### config.mk
export PLATFORM = sky130hd
export DESIGN_NAME = sin_sweep_ctrl_flat
export DESIGN_NICKNAME = d
export VERILOG_FILES = /design/src/rtl/sin_sweep_ctrl_if.sv /design/src/rtl/sin_sweep_ctrl.sv /design/src/flat_wrapper.sv
export SDC_FILE = /design/constraint.sdc
export NUM_CORES = 1
export LEC_CHECK = 0
export BUFFER_PORTS_ARGS = -buffer_cell sky130_fd_sc_hd__buf_2
export CAP_MARGIN = 20
export CORE_MARGIN = 1
export CORE_UTILIZATION = 50
export DETAILED_ROUTE_END_ITERATION = 6
export GPL_TIMING_DRIVEN = 0
export PLACE_DENSITY = 0.72
export SYNTH_ARGS = -nofsm -noshare
export SYNTH_HDL_FRONTEND = slang
export SYNTH_SLANG_ARGS = --single-unit
export TNS_END_PERCENT = 5
### constraint.sdc
create_clock -name clk -period 3 [get_ports clk]
set_clock_uncertainty 0.1 [all_clocks]
set_input_delay 0.15 -clock clk [delete_from_list [all_inputs] [get_ports clk]]
set_output_delay 0.15 -clock clk [all_outputs]
set_load 0.02 [all_outputs]
### src/rtl/sin_sweep_ctrl_if.sv
// Sweep controller bus: request/config from the sequencer, drive to the sine source.
//   master : sequencer side, drives start/abort and the sweep configuration
//   slave  : sin_sweep_ctrl side, drives freq_word/amp_out/src_en and status
interface sin_sweep_ctrl_if #(
  parameter int unsigned FW = 16,
  parameter int unsigned AW = 8,
  parameter int unsigned DW = 16
);
  logic          start;
  logic          abort;
  logic [FW-1:0] start_freq;
  logic [FW-1:0] step;
  logic [7:0]    num_steps;
  logic [DW-1:0] dwell;
  logic [AW-1:0] amp;

  logic [FW-1:0] freq_word;
  logic [AW-1:0] amp_out;
  logic          src_en;
  logic          step_strobe;
  logic          busy;
  logic          done;

  modport master (
    output start, abort, start_freq, step, num_steps, dwell, amp,
    input  freq_word, amp_out, src_en, step_strobe, busy, done
  );

  modport slave (
    input  start, abort, start_freq, step, num_steps, dwell, amp,
    output freq_word, amp_out, src_en, step_strobe, busy, done
  );
endinterface

### src/rtl/sin_sweep_ctrl.sv
// Frequency sweep controller for a sine source.
// On start (in idle) the configuration is captured, amplitude ramps 0 -> amp one code per
// cycle, the tuning word is held for max(dwell,1) cycles at each of num_steps+1 frequencies
// (saturating increments), then amplitude ramps back to 0 and done pulses.
// Ports:
//   clk  - clock, rising edge
//   rst  - synchronous active-high reset
//   bus  - sin_sweep_ctrl_if.slave: start/abort/config in, freq_word/amp_out/src_en,
//          step_strobe/busy/done out (all outputs registered)
module sin_sweep_ctrl #(
  parameter int unsigned FW = 16,
  parameter int unsigned AW = 8,
  parameter int unsigned DW = 16
) (
  input  logic              clk,
  input  logic              rst,
  sin_sweep_ctrl_if.slave   bus
);

  typedef enum logic [2:0] {
    StIdle,
    StRampUp,
    StDwell,
    StStep,
    StRampDown,
    StDone
  } state_e;

  state_e        state_q;
  logic [FW-1:0] step_q;
  logic [7:0]    num_steps_q;
  logic [7:0]    idx_q;
  logic [DW-1:0] dwell_q;
  logic [DW-1:0] cnt_q;
  logic [AW-1:0] amp_q;

  // Dwell counter counts down to zero, so a dwell of 0 behaves like 1.
  logic [DW-1:0] dwell_load;
  assign dwell_load = (dwell_q == '0) ? '0 : dwell_q - DW'(1);

  // One extra bit catches the carry so the increment saturates at all-ones.
  logic [FW:0]   freq_sum;
  logic [FW-1:0] freq_next;
  assign freq_sum  = {1'b0, bus.freq_word} + {1'b0, step_q};
  assign freq_next = freq_sum[FW] ? '1 : freq_sum[FW-1:0];

  always_ff @(posedge clk) begin
    if (rst) begin
      state_q         <= StIdle;
      step_q          <= '0;
      num_steps_q     <= '0;
      idx_q           <= '0;
      dwell_q         <= '0;
      cnt_q           <= '0;
      amp_q           <= '0;
      bus.freq_word   <= '0;
      bus.amp_out     <= '0;
      bus.src_en      <= 1'b0;
      bus.step_strobe <= 1'b0;
      bus.busy        <= 1'b0;
      bus.done        <= 1'b0;
    end else begin
      bus.step_strobe <= 1'b0;
      bus.done        <= 1'b0;
      unique case (state_q)
        StIdle: begin
          if (bus.start && !bus.abort) begin
            step_q        <= bus.step;
            num_steps_q   <= bus.num_steps;
            dwell_q       <= bus.dwell;
            amp_q         <= bus.amp;
            idx_q         <= '0;
            bus.freq_word <= bus.start_freq;
            bus.amp_out   <= '0;
            bus.src_en    <= 1'b1;
            bus.busy      <= 1'b1;
            state_q       <= StRampUp;
          end
        end
        StRampUp: begin
          if (bus.abort) begin
            state_q <= StRampDown;
          end else if (bus.amp_out == amp_q) begin
            cnt_q   <= dwell_load;
            state_q <= StDwell;
          end else begin
            bus.amp_out <= bus.amp_out + AW'(1);
          end
        end
        StDwell: begin
          if (bus.abort) begin
            state_q <= StRampDown;
          end else if (cnt_q != '0) begin
            cnt_q <= cnt_q - DW'(1);
          end else if (idx_q < num_steps_q) begin
            // New frequency and strobe become visible together in the STEP cycle.
            bus.freq_word   <= freq_next;
            bus.step_strobe <= 1'b1;
            idx_q           <= idx_q + 8'd1;
            state_q         <= StStep;
          end else begin
            state_q <= StRampDown;
          end
        end
        StStep: begin
          if (bus.abort) begin
            state_q <= StRampDown;
          end else begin
            cnt_q   <= dwell_load;
            state_q <= StDwell;
          end
        end
        StRampDown: begin
          if (bus.amp_out == '0) begin
            bus.src_en <= 1'b0;
            bus.done   <= 1'b1;
            state_q    <= StDone;
          end else begin
            bus.amp_out <= bus.amp_out - AW'(1);
          end
        end
        StDone: begin
          bus.busy <= 1'b0;
          state_q  <= StIdle;
        end
        default: begin
          bus.src_en  <= 1'b0;
          bus.busy    <= 1'b0;
          bus.amp_out <= '0;
          state_q     <= StIdle;
        end
      endcase
    end
  end

endmodule

### src/flat_wrapper.sv
// flat-port wrapper written by rule: the top's interface ports become plain ports
module sin_sweep_ctrl_flat 
#(
  parameter int unsigned FW = 16,
  parameter int unsigned AW = 8,
  parameter int unsigned DW = 16
)
  (clk, rst, bus_start, bus_abort, bus_start_freq, bus_step, bus_num_steps, bus_dwell, bus_amp, bus_freq_word, bus_amp_out, bus_src_en, bus_step_strobe, bus_busy, bus_done);
  sin_sweep_ctrl_if #(.FW(FW), .AW(AW), .DW(DW)) bus_i ();
  input  logic clk;
  input  logic rst;
  input wire logic [$bits(bus_i.start)-1:0] bus_start;
  input wire logic [$bits(bus_i.abort)-1:0] bus_abort;
  input wire logic [$bits(bus_i.start_freq)-1:0] bus_start_freq;
  input wire logic [$bits(bus_i.step)-1:0] bus_step;
  input wire logic [$bits(bus_i.num_steps)-1:0] bus_num_steps;
  input wire logic [$bits(bus_i.dwell)-1:0] bus_dwell;
  input wire logic [$bits(bus_i.amp)-1:0] bus_amp;
  output wire logic [$bits(bus_i.freq_word)-1:0] bus_freq_word;
  output wire logic [$bits(bus_i.amp_out)-1:0] bus_amp_out;
  output wire logic [$bits(bus_i.src_en)-1:0] bus_src_en;
  output wire logic [$bits(bus_i.step_strobe)-1:0] bus_step_strobe;
  output wire logic [$bits(bus_i.busy)-1:0] bus_busy;
  output wire logic [$bits(bus_i.done)-1:0] bus_done;
  assign bus_i.start = bus_start;
  assign bus_i.abort = bus_abort;
  assign bus_i.start_freq = bus_start_freq;
  assign bus_i.step = bus_step;
  assign bus_i.num_steps = bus_num_steps;
  assign bus_i.dwell = bus_dwell;
  assign bus_i.amp = bus_amp;
  assign bus_freq_word = bus_i.freq_word;
  assign bus_amp_out = bus_i.amp_out;
  assign bus_src_en = bus_i.src_en;
  assign bus_step_strobe = bus_i.step_strobe;
  assign bus_busy = bus_i.busy;
  assign bus_done = bus_i.done;
  sin_sweep_ctrl #(.FW(FW), .AW(AW), .DW(DW)) u_core (.clk(clk), .rst(rst), .bus(bus_i));
endmodule
==> impl_results.md, run 1 <==
* Most frequent cells in the layout: 147 x nand2_1, 120 x a21oi_1, 103 x dfxtp_1
* Via count at 6475
* Post-synthesis register bit count at 103
* Hold path cells at 3
* Commonest non-fill, non-tap cell in the layout: nand2_1
* Pwr Total at 3960 uW
* Distinct cells, synth at 66
* Synth-to-layout area growth at 24.2%
* Final HPWL DP at 13700 um
* Max Cap Viol at 0
* Site Rows at 39
* CP arrival at 2.93 ns
* Hold path start: bus_start_freq[5]
* RSZ-0062 raised after global routing: no
* Worst Hold End: u_core.bus.freq_word[5]
* PortBufs at 94
* Peak supply drop at 0.000376 V
* CORE AREA at 11700 sq um
* Fin nets at 1060
* Routed WL at 18700 um
* Post-DP Area at 6740 sq um
* Post-detailed-route wirelength per cell at 17.0 um
* GRT Resource Usage Total at 30.4%
* Number of global-route vias before repair at 6161
* # fillers at 1074
* DRC Markers at 0
* CTS tree: done
* Chip Width at 112 um
* Final instance area at 7570 sq um
* I/O Pins at 96
* First-pass GRT wire length at 30300 um
* EDFF count, synth at 0
* Worst r2r src: u_core.state_q[0]
* Status: finished clean
* Pleak at 0.00307 uW
* Final Slew Violations at 0
* Post-layout min period at 2.78 ns
* Post-layout util at 64.9%
* Die Area at 12600 sq um
* H-tree depth at 3
* CP Capture Type: register
* Largest net degree at the start of global routing at 17
* Yosys warnings at 0
* Final Hold Violating Endpoints at 0
* RR Endpoint: u_core.bus.amp_out[7]
* Syn_area_per_cell at 7.60 sq um
* Worst-Skew Late Latency at 0.36 ns
* Fraction of registers with async set/reset at 0%
* Avg Vias per Cell at 5.87
* Starting Density at 52.2%
* CTS clk-pin slew, worst paths at 0.07 ns
* Share of cells above drive strength 1 at 13.1%
* Mapped Area at 6090 sq um
* Maximum clock frequency at 0.360 GHz
* 1st-iter DRT viols at 497
* Worst slew pin tran at 1.13 ns
* Hold Crit Class: primary input to register
* Synth Flop Type: dfxtp_1
* Worst endpoint required time at 3.15 ns
* GPL Wtd Cong at 0.899
* Post-synth net total at 906
* Diode count at 0
* Slew HR at 23.4%
* Die height at 112 um
* Clock Path Buffers at 2
* Root buffer cell: clkbuf_16
* R2R setup slack at 0.22 ns
* Number of antenna violations at the first check in global routing at 0
* Setup Viol. Count Final at 0
* TritonRoute pass-1 iters at 5
* Detail Route Antenna Nets at 0
* Worst-path maximum fanout at 10
* Worst r2r path cells at 11
* Final cycle utilization of the critical path at 92.7%
* Post-Syn Instances at 802
* CTS Buf Count at 9
* CP startpoint kind: register
* Grt total ovfl at 0
* Clock sink total at 103
* Crit path kind: register to register
* Post-synthesis sequential area ratio at 33.8%
* Pwr dens at 523 nW/um^2
## how the worst max path moves through the flow
| stage | startpoint | end | slack (ns) | cells past startpoint |
|---|---|---|---|---|
| after floorplan | u_core.bus.freq_word[0] | u_core.bus.freq_word[4] | 0.19 | 10 |
| after global placement | u_core.bus.freq_word[0] | u_core.bus.freq_word[8] | -0.09 | 10 |
| after detailed placement | u_core.bus.freq_word[0] | u_core.bus.freq_word[8] | -0.11 | 10 |
| after CTS | u_core.bus.freq_word[0] | u_core.bus.freq_word[8] | 0.09 | 10 |
| after global routing | u_core.idx_q[2] | u_core.bus.freq_word[1] | 0.05 | 8 |
| final | u_core.state_q[0] | u_core.bus.amp_out[7] | 0.22 | 11 |
## power by group
part / internal, uW / switching [uW] / total [uW]
Clock: 674 / 554 / 1230
Sequential: 1460 / 89.1 / 1550
Combinational: 439 / 742 / 1180
## Yosys cell counts (7+ instances only)
library cell / count / share of area (%)
clkbuf_1: 44 / 2.7
nor3_1: 12 / 0.99
nand4_1: 7 / 0.72
ha_1: 34 / 7.0
o21ai_0: 25 / 2.1
or3_1: 11 / 1.1
o31ai_1: 10 / 1.2
nand3_1: 17 / 1.4
a21oi_1: 120 / 9.9
nand2_1: 147 / 9.1
nor4_1: 12 / 1.2
dfxtp_1: 103 / 34
o21ai_1: 22 / 1.8
xor2_1: 8 / 1.1
o221ai_1: 10 / 1.4
and3_1: 13 / 1.3
a21o_1: 7 / 0.86
xnor2_1: 22 / 3.2
inv_1: 19 / 1.2
nor2_1: 53 / 3.3
## stage by stage
step,hold slack [ns],instances,setup slack (ns),TNS (ns)
floorplan,0.171,802,0.193,0
global placement,0.289,1039,-0.0867,-0.622
finish,0.0308,1104,0.219,0
CTS,0.0199,1105,0.0928,0
detailed placement,0.297,1039,-0.111,-0.950
global route,0.0423,1104,0.0522,0
## cell type report
cell class	instances	area, sq um	share of cell area (%)
inverter	22	82.6	1.09
timing repair buffer	144	968	12.8
buffer	46	180	2.38
multi-input combinational	630	3800	50.2
tap	143	179	2.36
clock inverter	4	53.8	0.711
clock buffer	12	246	3.26
sequential	103	2060	27.2
## kinds of logic (layout without fill, tap and decap cells)
logic type | Yosys count | count (layout) | share of synthesized area, %
multiplexers | 7 | 7 | 1.17
AND/OR/NAND/NOR | 304 | 304 | 23.4
XOR/XNOR | 30 | 30 | 4.31
buffers and inverters | 69 | 228 | 4.31
adder cells (fa/ha/maj) | 36 | 36 | 7.64
flip-flops | 103 | 103 | 33.8
AO/OA/AOI/OAI | 253 | 253 | 25.4
## state kept, by name (all words and copies together), names as in the netlist
signal,count
u_core.bus.busy,1
u_core.bus.src_en,1
u_core.dwell_q,16
u_core.amp_q,8
u_core.bus.done,1
u_core.bus.step_strobe,1
u_core.bus.freq_word,16
u_core.step_q,16
u_core.num_steps_q,8
u_core.cnt_q,16
u_core.bus.amp_out,8
u_core.state_q,3
u_core.idx_q,8
## per-layer routing
metal,track usage [%],wire [um],up-vias
met5,0,0,-
met4,11.0,390,0
met3,5.78,1080,27
met2,51.0,9020,213
met1,39.1,8230,3035
li1,-,-,3200
## worst max-delay path: stages (launching register included)
cell and delay, ns:
dfxtp_1 0.31, clkbuf_1 0.29, nor2_1 0.18, nand2_1 0.19, inv_2 0.13, ha_1 0.37
nand3_1 0.12, o2111a_1 0.26, nor3_2 0.28, mux2i_1 0.22, o21ai_1 0.07, o311a_1 0.13
## repair_timing
item / in CTS / in global routing
buffers inserted: 1 / 0
pin swaps: 1 / 0
hold buffers: 49 / 0
hold endpoints to repair: 49 / 0
gates cloned: 0 / 0
gates resized for setup: 1 / 7
setup endpoints to repair: 11 / 19
Power figures use the tool's default switching activity.
==> run 2: changes to the inputs <==
- CORE_ASPECT_RATIO: default -> 0.7
- CORE_UTILIZATION: 50 -> 55
- PLACE_DENSITY: 0.72 -> 0.78
==> impl_results.md, run 2 (synthesis gave the netlist of run 1 again) <==
* Status: finished clean
* TritonRoute pass-1 iters at 6 (+1)
* Fin nets at 1058 (-0.19%)
* DRC Markers at 0 (unchanged)
* Via count at 6673 (+3.1%)
* Met2 Track Usage GR at 52.4% (+1.4 points)
* CORE AREA at 10600 sq um (-9.5%)
* Number of antenna violations at the first check in global routing at 0 (unchanged)
* Crit-path max cell delay at 0.57 ns (+0.20 ns)
* Max Cap Viol at 0 (unchanged)
* Commonest non-fill, non-tap cell in the layout: nand2_1
* Grt total ovfl at 0 (unchanged)
* GR Util met1 at 47.4% (+8.3 points)
* Final Hold Violating Endpoints at 0 (unchanged)
* RSZ-0062 raised after global routing: no
* Post-detailed-route wirelength per cell at 17.5 um (+2.9%)
* CP Capture Type: register
* Share of cells above drive strength 1 at 13.3% (+0.16 points)
* Final cycle utilization of the critical path at 96.4% (+3.7 points)
* GPL Wtd Cong at 0.976 (+8.5%)
* CP arrival at 3.00 ns (+0.07 ns)
* Worst r2r src: u_core.dwell_q[0]
* Worst r2r path cells at 9 (-2)
* Root buffer cell: clkbuf_16
* Post-layout min period at 2.89 ns (+0.110 ns)
* Die height at 90.1 um (-20%)
* Number of global-route vias before repair at 6162 (+0.016%)
* Die Area at 11500 sq um (-8.9%)
* Slowest cell on crit path: nor4b_1
* CP startpoint kind: register
* Pwr Total at 3960 uW (about the same)
* Post-layout util at 71.7% (+6.8 points)
* GRT met3 Usage at 5.95% (+0.17 points)
* PortBufs at 94 (unchanged)
* Setup Viol. Count Final at 0 (unchanged)
* Hold Crit Class: primary input to register
* CTS Buf Count at 9 (unchanged)
* Detail Route Antenna Nets at 0 (unchanged)
* Final Slew Violations at 0 (unchanged)
* 1st-iter DRT viols at 827 (+66%)
* Final instance area at 7560 sq um (about the same)
* Synth-to-layout area growth at 24.1% (about the same)
* RR Endpoint: u_core.cnt_q[3]
* CTS clk-pin slew, worst paths at 0.07 ns (about the same)
* Worst-path maximum fanout at 10 (unchanged)
* Pleak at 0.00306 uW (-0.28%)
* WP buf/inv at 2 (unchanged)
* Chip Width at 128 um (+14%)
* Clock Path Buffers at 2 (unchanged)
* CP Cell Sequence: inv_1, ha_1, nor4b_1, nand3_1, o21ai_1, clkbuf_1, a21oi_1, o21ai_1, a21oi_1
* Post-DP Area at 6750 sq um (about the same)
* CTS tree: done
* Gr busiest metal: met2
* Maximum clock frequency at 0.346 GHz (-3.8%)
* Avg Vias per Cell at 6.04 (+3.0%)
* Capture point of the critical path: u_core.cnt_q[3]
* Peak supply drop at 0.000365 V (-2.8%)
* GRT Resource Usage Total at 33.4% (+3.0 points)
* Setup_tns at 0 ns (unchanged)
* Pwr dens at 524 nW/um^2 (+0.18%)
* Site Rows at 31 (-21%)
* Worst-Skew Late Latency at 0.36 ns (about the same)
* Crit. Startpoint: u_core.dwell_q[0]
* Final HPWL DP at 13800 um (+0.58%)
* Worst endpoint required time at 3.11 ns (-0.04 ns)
* Clock sink total at 103 (unchanged)
* Most frequent cells in the layout: 147 x nand2_1, 120 x a21oi_1, 103 x dfxtp_1
* Crit path kind: register to register
* Worst slew pin tran at 1.01 ns (-0.125 ns)
* Hold path cells at 2 (-1)
* Starting Density at 57.8% (+5.5 points)
* Largest net degree at the start of global routing at 16 (-1)
* R2R setup slack at 0.11 ns (-0.11 ns)
* Critical path depth in cells at 9 (-2)
* Diode count at 0 (unchanged)
* Slew HR at 31.9% (+8.4 points)
* Routed WL at 19300 um (+3.0%)
* I/O Pins at 96 (unchanged)
* CP top delay family: simple AND/OR/NAND/NOR gates
* First-pass GRT wire length at 30700 um (+1.3%)
* H-tree depth at 3 (unchanged)
## run 2: layer usage
layer  up-vias  wire [um]
li1       3202          -
met1      3119       8850
met2       324       8530
met3        28       1620
met4         0        283
met5         -          0
## run 2: worst min path at each step
| stage | startpoint | to | slack (ns) |
|---|---|---|---|
| floorplan | bus_abort | u_core.state_q[0] | 0.17 |
| global placement | bus_step[10] | u_core.step_q[10] | 0.29 |
| detailed placement | bus_dwell[9] | u_core.dwell_q[9] | 0.29 |
| CTS | bus_abort | u_core.state_q[0] | 0.0005 |
| global route | bus_abort | u_core.state_q[0] | 0.02 |
| finish | bus_abort | u_core.state_q[0] | 0.008 |
## run 2: worst register-to-register path, delay by kind of cell (launching register included)
family	cells	cell delay (ns)
AOI/OAI and AO/OA	4	0.77
DFF	1	0.37
buffers and inverters	2	0.55
and+or+nand+nor	2	0.81
adders and majority gates	1	0.14
## run 2: final cells by class
| cell class | count | area, sq um |
|---|---|---|
| inverters | 22 | 82.6 |
| multi-input cells | 630 | 3810 |
| plain buffers | 45 | 178 |
| clock inverters | 3 | 45.0 |
| fillers | 870 | 2990 |
| flip-flops and latches | 103 | 2060 |
| well taps | 148 | 185 |
| repair buffers | 143 | 958 |
| clock buffers | 11 | 243 |
## run 2: repair_timing
action,in CTS,in global routing
hold buffers,48,0
gates resized for setup,1,12
hold endpoints to repair,48,0
pin swaps,1,0
setup buffers,1,0
setup endpoints to repair,9,13
## run 2: per-stage QoR
| stage | hold WS (ns) | setup WS (ns) | std cells |
|---|---|---|---|
| floorplan | 0.171 | 0.193 | 802 |
| global placement | 0.289 | -0.0734 | 1044 |
| detailed placement | 0.295 | -0.0932 | 1044 |
| CTS | 0.000453 | 0.0479 | 1107 |
| global route | 0.0196 | 0.000628 | 1105 |
| finish | 0.00771 | 0.109 | 1105 |
## run 2: power breakdown
part	leakage, uW	internal, uW	switching (uW)	total (uW)
clock network	0.000134	662	540	1200
registers	0.000838	1460	99.0	1560
logic	0.00209	438	761	1200
==> run 3: changes to the inputs <==
- CELL_PAD_IN_SITES_DETAIL_PLACEMENT: default -> 2
- CELL_PAD_IN_SITES_GLOBAL_PLACEMENT: default -> 2
- CORE_MARGIN: 1 -> 1.5
- CORE_UTILIZATION: 55 -> 33
- PLACE_DENSITY: 0.78 -> 0.81
==> impl_results.md, run 3 (synthesis gave the netlist of run 1 again) <==
* Slowest cell on crit path: ha_1
* WL met3 at 727 um (-55%)
* Via count at 6692 (+0.28%)
* Post-layout util at 42.6% (-29 points)
* RR Endpoint: u_core.bus.amp_out[7]
* CTS clk-pin slew, worst paths at 0.08 ns (about the same)
* Worst r2r path cells at 11 (+2)
* Routed WL at 24500 um (+27%)
* Grt total ovfl at 0 (unchanged)
* RSZ-0062 raised after global routing: yes
* Diode count at 0 (unchanged)
* Post-layout min period at 2.97 ns (+0.0757 ns)
* Most frequent cells in the layout: 147 x nand2_1, 120 x a21oi_1, 103 x dfxtp_1
* Setup Viol. Count Final at 0 (unchanged)
* Final HPWL DP at 18000 um (+31%)
* Final Slew Violations at 0 (unchanged)
* TritonRoute pass-1 iters at 4 (-2)
* Site Rows at 41 (+32%)
* CTS Buf Count at 9 (unchanged)
* 1st-iter DRT viols at 358 (-57%)
* P_int at 2580 uW (+0.63%)
* Final Hold Violating Endpoints at 0 (unchanged)
* Worst slew pin tran at 0.787 ns (-0.221 ns)
* CTS tree: done
* Max Cap Viol at 0 (unchanged)
* Starting Density at 33.7% (-24 points)
* CP Cell Sequence: clkbuf_1, nor2_1, nand2_1, inv_2, ha_1, nand3_1, o2111a_1, nor3_2, mux2i_1, o21ai_1, o311a_1
* Clock share of power at 30.6% (+0.3 points)
* Worst setup margin at 0.0333 ns (-0.0757 ns)
* CP arrival at 3.12 ns (+0.12 ns)
* Pleak at 0.00310 uW (+1.0%)
* PortBufs at 94 (unchanged)
* Net Switching at 1500 uW (+6.9%)
* Slew HR at 47.5% (+16 points)
* Uppermost layer routed: met4
* Final cycle utilization of the critical path at 98.9% (+2.5 points)
* Post-detailed-route wirelength per cell at 20.4 um (+17%)
* Hold WS at 0.0509 ns (+0.0432 ns)
* Fin nets at 1061 (+0.28%)
* R2R setup slack at 0.03 ns (-0.08 ns)
* Sw Share at 36.7% (+1.4 points)
* GRT Resource Usage Total at 25.9% (-7.5 points)
* Pwr dens at 530 nW/um^2 (+1.0%)
* Status: finished clean
* Largest net degree at the start of global routing at 17 (+1)
* Share of cells above drive strength 1 at 13.6% (+0.35 points)
* Met2 wire len at 11200 um (+31%)
* CORE AREA at 18100 sq um (+71%)
* Combinational share of power at 31.2% (+0.9 points)
* Root buffer cell: clkbuf_16
* DRC Markers at 0 (unchanged)
* CP Capture Type: register
* Worst Hold End: u_core.bus.freq_word[9]
* Crit path kind: register to register
* Worst endpoint required time at 3.15 ns (+0.04 ns)
* Synth-to-layout area growth at 26.3%
* Final instance area at 7700 sq um (+1.8%)
* Detail Route Antenna Nets at 0 (unchanged)
* Worst-path maximum fanout at 10 (unchanged)
* Number of antenna violations at the first check in global routing at 0 (unchanged)
* Crit-path max cell delay at 0.38 ns (-0.19 ns)
* CP startpoint kind: register
* Hold Crit Class: primary input to register
* Hold path start: bus_start_freq[9]
* Hold path cells at 3 (+1)
* Worst r2r src: u_core.state_q[0]
* Clock Path Buffers at 2 (unchanged)
* Commonest non-fill, non-tap cell in the layout: nand2_1
* Chip Width at 165 um (+29%)
* Placed cell count at 1132 (+8.4%)
* Clock sink total at 103 (unchanged)
* Die height at 117 um (+30%)
* Post-DP Area at 6860 sq um (+1.6%)
* Maximum clock frequency at 0.337 GHz (-2.6%)
* # fillers at 2136 (+150%)
* Peak supply drop at 0.000249 V (-32%)
* I/O Pins at 96 (unchanged)
* Die Area at 19300 sq um (+68%)
* Avg Vias per Cell at 5.59 (-7.5%)
* Post-route insts no fill at 1198 (+8.4%)
* Sequential power share at 38.3% (-1.1 points)
* H-tree depth at 3 (unchanged)
* First-pass GRT wire length at 38300 um (+25%)
* Number of global-route vias before repair at 7042 (+14%)
* Worst-Skew Late Latency at 0.36 ns (about the same)
* Pre-CTS WS at -0.244 ns (-0.151 ns)
* M1 WL at 12300 um (+39%)
* GPL Wtd Cong at 0.857 (-12%)
## run 3: cell types whose count changed in the layout (fill, tap and decap cells not counted), moves of 2 or more
cell	before	now
clkbuf_2	2	4
clkinvlp_4	2	0
clkinv_4	0	2
clkinv_2	0	2
## run 3: repair_timing
action / CTS / global route
gates cloned: 0 / 0
endpoints found under the setup margin: 19 / 39
gates resized for setup: 4 / 8
buffers inserted: 1 / 0
pin swaps: 1 / 0
hold buffers: 49 / 0
endpoints found under the hold margin: 49 / 0
## run 3: layout make-up
class	count	area, sq um	share of cell area [%]
Buffer	46	183	2.37
Clock buffer	11	243	3.15
Clock inverter	5	57.6	0.748
Inverter	22	82.6	1.07
Multi-Input combinational cell	630	3800	49.4
Sequential cell	103	2060	26.8
Tap cell	236	295	3.84
Timing Repair Buffer	145	973	12.6
## run 3: routing by layer
layer | vias up | GRT usage [%]
li1 | 3207 | -
met1 | 3353 | 35.8
met2 | 115 | 42.5
met3 | 17 | 3.91
met4 | 0 | 6.25
met5 | - | 0
## run 3: critical path, delay by kind of cell (launching register included)
kind            cells  cell delay [ns]
compound gates      3             0.47
fa+ha+maj           1             0.38
simple gates        4             0.85
buf+inv             2             0.48
mux                 1             0.25
flops               1             0.32
## run 3: power groups by stage
stage | clock [uW] | combinational (uW) | sequential, uW
after floorplan | 0 | 765 | 1590
after global placement | 0 | 1150 | 1580
after detailed placement | 0 | 1190 | 1590
after CTS | 1260 | 1250 | 1560
after global routing | 1320 | 1390 | 1570
final | 1250 | 1270 | 1560
## run 3: worst max path at each step
stage,start,end,slack [ns],cells after the start
2_1_floorplan,u_core.bus.freq_word[0],u_core.bus.freq_word[4],0.19,10
3_3_place_gp,u_core.bus.freq_word[0],u_core.bus.freq_word[10],-0.19,10
3_5_place_dp,u_core.bus.freq_word[0],u_core.bus.freq_word[2],-0.24,10
4_1_cts,u_core.bus.freq_word[0],u_core.bus.freq_word[2],-0.03,10
5_1_grt,u_core.state_q[0],u_core.bus.amp_out[7],-0.14,11
6_report,u_core.state_q[0],u_core.bus.amp_out[7],0.03,11
## run 3: stage by stage
stage | setup TNS [ns] | total power (uW)
floorplan | 0 | 2350
global route | -1.16 | 4280
global placement | -1.72 | 2730
finish | 0 | 4080
CTS | -0.0309 | 4060
detailed placement | -1.96 | 2780
